==> src/rtl/reorder_buffer.sv <==
// rtl/reorder_buffer.sv - in-order commit buffer with out-of-order writeback and operand lookup
module reorder_buffer #(
    parameter int DATA_WIDTH = 32,
    parameter int ROB_DEPTH  = 8,
    parameter int REG_W      = 5,
    localparam int TAG_W     = $clog2(ROB_DEPTH)
) (
    input  logic                  clk,
    input  logic                  rst,
    input  logic                  alloc_valid_i,
    input  logic [REG_W-1:0]      alloc_rd_i,
    input  logic                  alloc_is_store_i,
    output logic                  alloc_ready_o,
    output logic [TAG_W-1:0]      alloc_tag_o,
    input  logic                  wb_valid_i,
    input  logic [TAG_W-1:0]      wb_tag_i,
    input  logic [DATA_WIDTH-1:0] wb_data_i,
    output logic                  commit_valid_o,
    output logic [REG_W-1:0]      commit_rd_o,
    output logic [DATA_WIDTH-1:0] commit_data_o,
    output logic                  commit_is_store_o,
    input  logic                  commit_ready_i,
    input  logic [TAG_W-1:0]      lookup_tag_i,
    output logic                  lookup_done_o,
    output logic [DATA_WIDTH-1:0] lookup_data_o,
    input  logic                  flush_i,
    output logic [TAG_W:0]        count_o,
    output logic                  full_o,
    output logic                  empty_o
);

    logic                  r_valid    [ROB_DEPTH];
    logic                  r_done     [ROB_DEPTH];
    logic [REG_W-1:0]      r_rd       [ROB_DEPTH];
    logic                  r_is_store [ROB_DEPTH];
    logic [DATA_WIDTH-1:0] r_data     [ROB_DEPTH];
    logic [TAG_W-1:0]      r_head;
    logic [TAG_W-1:0]      r_tail;
    logic [TAG_W:0]        r_count;

    logic w_full;
    logic w_alloc;
    logic w_commit;
    logic w_lookup_done;

    assign w_full        = (r_count == (TAG_W+1)'(ROB_DEPTH));
    assign full_o        = w_full;
    assign empty_o       = (r_count == '0);
    assign count_o       = r_count;
    assign alloc_ready_o = !w_full;
    assign alloc_tag_o   = r_tail;

    // Head outputs come from registered state only; a writeback lands one cycle later.
    assign commit_valid_o    = r_valid[r_head] && r_done[r_head];
    assign commit_rd_o       = r_rd[r_head];
    assign commit_data_o     = r_data[r_head];
    assign commit_is_store_o = r_is_store[r_head];

    assign w_lookup_done = r_valid[lookup_tag_i] && r_done[lookup_tag_i];
    assign lookup_done_o = w_lookup_done;
    assign lookup_data_o = w_lookup_done ? r_data[lookup_tag_i] : '0;

    assign w_alloc  = alloc_valid_i && !w_full;
    assign w_commit = commit_valid_o && commit_ready_i;

    always_ff @(posedge clk) begin
        if (rst) begin
            for (int i = 0; i < ROB_DEPTH; i++) begin
                r_valid[i]    <= 1'b0;
                r_done[i]     <= 1'b0;
                r_rd[i]       <= '0;
                r_is_store[i] <= 1'b0;
                r_data[i]     <= '0;
            end
            r_head  <= '0;
            r_tail  <= '0;
            r_count <= '0;
        end else if (flush_i) begin
            for (int i = 0; i < ROB_DEPTH; i++) begin
                r_valid[i] <= 1'b0;
                r_done[i]  <= 1'b0;
            end
            r_head  <= '0;
            r_tail  <= '0;
            r_count <= '0;
        end else begin
            if (wb_valid_i && r_valid[wb_tag_i]) begin
                r_done[wb_tag_i] <= 1'b1;
                r_data[wb_tag_i] <= wb_data_i;
            end
            // Tail is never the committing head here: that needs full, which blocks allocation.
            if (w_commit) begin
                r_valid[r_head] <= 1'b0;
                r_done[r_head]  <= 1'b0;
                r_head          <= r_head + 1'b1;
            end
            if (w_alloc) begin
                r_valid[r_tail]    <= 1'b1;
                r_done[r_tail]     <= 1'b0;
                r_rd[r_tail]       <= alloc_rd_i;
                r_is_store[r_tail] <= alloc_is_store_i;
                r_tail             <= r_tail + 1'b1;
            end
            case ({w_alloc, w_commit})
                2'b10:   r_count <= r_count + 1'b1;
                2'b01:   r_count <= r_count - 1'b1;
                default: r_count <= r_count;
            endcase
        end
    end

endmodule
==> config.mk <==
export PLATFORM = sky130hd
export DESIGN_NAME = reorder_buffer
export DESIGN_NICKNAME = d
export VERILOG_FILES = /design/src/rtl/reorder_buffer.sv
export SDC_FILE = /design/constraint.sdc
export NUM_CORES = 1
export LEC_CHECK = 0
export ABC_AREA = 1
export ABC_CLOCK_PERIOD_IN_PS = 2800
export BUFFER_PORTS_ARGS = -buffer_cell sky130_fd_sc_hd__buf_2
export CORE_AREA = 2 2 205 227
export CTS_BUF_LIST = sky130_fd_sc_hd__clkbuf_2
export DETAILED_ROUTE_END_ITERATION = 6
export DIE_AREA = 0 0 207 229
export SYNTH_ARGS = -nofsm -noshare
export SYNTH_HDL_FRONTEND = slang
export SYNTH_SLANG_ARGS = --single-unit
export TNS_END_PERCENT = 50
==> constraint.sdc <==
create_clock -name clk -period 2.8 [get_ports clk]
set_clock_uncertainty 0.15 [all_clocks]
set_input_delay 0.28 -clock clk [delete_from_list [all_inputs] [get_ports clk]]
set_output_delay 0.28 -clock clk [all_outputs]
set_load 0.005 [all_outputs]
==> qor.csv <==
stage,metric,value,unit
status,outcome,"finished, violations left",
status,violations,setup timing,
global_route,grt_pass1_vias,15800,
setup_path,worstReg2RegStart,r_valid[0],
timing,max_freq,350,MHz
logic_synthesis,synthesis.area,0.0178,sq mm
placed_design,dp_hpwl,31.6,mm
worst_hold_path,hp-class,in2reg,
setup_path,crit_required,2.37,ns
finish,area_growth,18.5,%
setup_path,path_class,reg2out,
power,p_leak,0.00907,uW
power,powerDensity,474,mW/mm^2
logic_synthesis,ys_warn_count,0,
setup_path,worstSetupStartpointType,flop,
logic_synthesis,yosysTopAreaCell,edfxtp_1,
worst_hold_path,hp-start,wb_data_i[18],
timing,finalSetupViolCount,10,
worst_hold_path,hold_depth,4,
cts,clockBufferDepth,3,
setup_path,slowest_delay,0.40,ns
finish,fillers,4458,
cts,clock_latency,1.02,ns
timing,final.setup.worst_slack,-0.0611,ns
route,vias,16000,
timing,tns,-0.263,ns
finish,layout.nets,2369,
logic_synthesis,synth_top_area_share,51.2,%
die,die_area,0.0474,sq mm
logic_synthesis,avgSynthCellArea,8.50,sq um
timing,rsz0062_at_grt,true,
global_route,grtUsageTotal,23.7,%
finish,area.sequential,0.00973,sq mm
setup_path,r2r_end,r_data[6][1],
power,total_power,10000,uW
die,rows,82,
setup_path,critPathCaptureType,output port,
die,fp.dieH,229,microns
logic_synthesis,async_flop_share,0,%
route,wl_per_cell,19.9,microns
timing,finalCriticalPeriod,2.86,ns
timing,max_slew_margin,60.3,%
logic_synthesis,synth_area_leaders,"edfxtp_1 (51%), nor2_1 (9.6%), a21oi_1 (7.5%)",
global_route,grt_max_degree,67,
worst_hold_path,whs_endpoint,r_data[7][18],
logic_synthesis,synth_seq_cells,333,
global_route,grt_pass1_wl,87.5,mm
die,core-area,0.0451,sq mm
cts,clkTransAtPathRegs,0.09,ns
logic_synthesis,syn-num-nets,2155,
global_route,antenna_found_initial,1,
die,ios,132,
logic_synthesis,synthCells,2099,
route,drt_pre_antenna_iters,6,
setup_path,rr_worst_depth,10,
logic_synthesis,synth.distinct_cells,33,
cts,numCtsBuffers,87,
route,drt-total-wl,58.7,mm
cts,cts_tree,built,
timing,hold_viol_final,0,
cts,cts_num_sinks,333,
setup_path,critical_path.cell_chain,"inv_12, buf_16, a21oi_2, o21ai_0, nand2_1, nor2_1, a31oi_1, buf_4, buf_2",
route,route.detailed.drc,0,
timing,hold-worst-slack,0.0823,ns
logic_synthesis,synth_edf_count,304,
setup_path,slowest_stage,dfxtp_4,
die,die_x,207,microns
run,drv_cap,0,
timing,worst_slew_pin_slew,0.595,ns
finish,multiInputGateArea,0.00673,sq mm
cts,root_buffer,clkbuf_2,
route,ant_nets,0,
finish,layout-drive-gt1-share,18.8,%
placed_design,place.gp.congestion,0.826,
setup_path,ff2ff_setup_slack,0.28,ns
logic_synthesis,yosysSeqAreaShare,54.4,%
global_route,grt_overflow,0,
timing,maxSlewViolCount,0,
setup_path,arrival,2.43,ns
setup_path,crit_fanout,30,
route,viasPerCell,5.43,
die,initial_core_util,39.5,%
route,drt_iter0_markers,1783,
timing,period_share,102,%
placed_design,numPortBuffers,131,
cts,cts_max_level,3,
power,ir_drop,0.205,mV
logic_synthesis,synth_ff_type,edfxtp_1,
registers in the layout, summed over array words and instances (netlist names), named ones only:
| register | flops |
|---|---|
| alloc_tag_o | 3 |
| r_data | 256 |
| r_rd | 40 |
| r_head | 3 |
| r_done | 8 |
| r_valid | 8 |
| r_is_store | 8 |
| count_o | 4 |
synth_stat cells, types with 3 or more instances:
cell	instances
nor2_1	456
edfxtp_1	304
a21oi_1	269
nand2_1	261
o21ai_0	259
inv_1	200
clkbuf_1	60
a31oi_1	32
buf_2	31
nor2_2	31
dfxtp_1	29
o21ai_1	28
buf_6	27
nand3_1	21
nor3_1	15
buf_4	14
o22ai_1	12
buf_1	11
nand3_4	8
nand3_2	7
ha_1	5
inv_2	5
nand2_2	3
report_power, final:
group          internal (uW)  leakage [uW]  total [uW]  switching (uW)
Clock                   1290      0.000571        3320            2030
Sequential              5560       0.00338        5620            62.6
Combinational            367       0.00512        1070             706
layer usage:
| layer | routed length [microns] | global-route usage, % |
|---|---|---|
| met5 | 0 | 0 |
| met1 | 23400 | 29.6 |
| met3 | 4970 | 3.77 |
| met2 | 28400 | 40.3 |
| met4 | 1890 | 10.8 |
worst max-delay path by stage:
stage                start           endpoint  slack [ns]
3_5_place_dp          flop         count_o[3]        0.35
5_1_grt               flop  commit_data_o[27]       -0.17
2_1_floorplan  wb_tag_i[0]       r_data[7][0]        0.37
3_3_place_gp          flop         count_o[3]        0.31
4_1_cts               flop  commit_data_o[15]       -0.13
6_report              flop  commit_data_o[28]       -0.06
kinds of logic after synthesis:
family	synth area share (%)
AO/OA/AOI/OAI	17.1
XOR/XNOR	0.0982
adder cells (fa/ha/maj)	0.463
buffers and inverters	9.06
flip-flops	54.4
AND/OR/NAND/NOR	18.8
through the flow:
stage / worst slack [ns] / instances / area (sq um) / util, %
finish: -0.0611 / 2955 / 21100 / 46.8
global route: -0.173 / 2955 / 21100 / 46.8
detailed placement: 0.352 / 2728 / 18900 / 42.0
CTS: -0.129 / 2947 / 20800 / 46.1
global placement: 0.313 / 2728 / 18900 / 42.0
floorplan: 0.371 / 2099 / 17800 / -
cell type report:
class / count / share of cell area, %
sequential: 333 / 46.0
multi-input combinational: 1415 / 31.8
timing repair buffer: 268 / 11.4
inverter: 208 / 3.82
tap: 588 / 3.48
clock buffer: 128 / 3.03
clock inverter: 14 / 0.438
antenna: 1 / 0.0118
timing repair:
action	CTS	global route
setup buffers	2	1
gates cloned	9	6
hold endpoints to repair	549	0
pin swaps	6	10
resized for setup	53	57
hold buffers	66	0
setup endpoints to repair	41	93
cells in the final DEF (no fill, tap or decap), types with 45 or more instances in the layout:
cell type / n
nor2_1: 444
edfxtp_1: 304
nand2_1: 258
a21oi_1: 257
o21ai_0: 242
inv_1: 199
buf_2: 130
clkbuf_2: 128
dlygate4sd3_1: 66
o21ai_1: 45
worst max-delay path: cells and delay by family, from the launching register on:
| kind | cells | cell delay, ns |
|---|---|---|
| AO/OA/AOI/OAI | 3 | 0.39 |
| buffers and inverters | 4 | 0.54 |
| flip-flops | 1 | 0.40 |
| AND/OR/NAND/NOR | 2 | 0.13 |
Note: power is estimated with default switching activity, not from simulation.
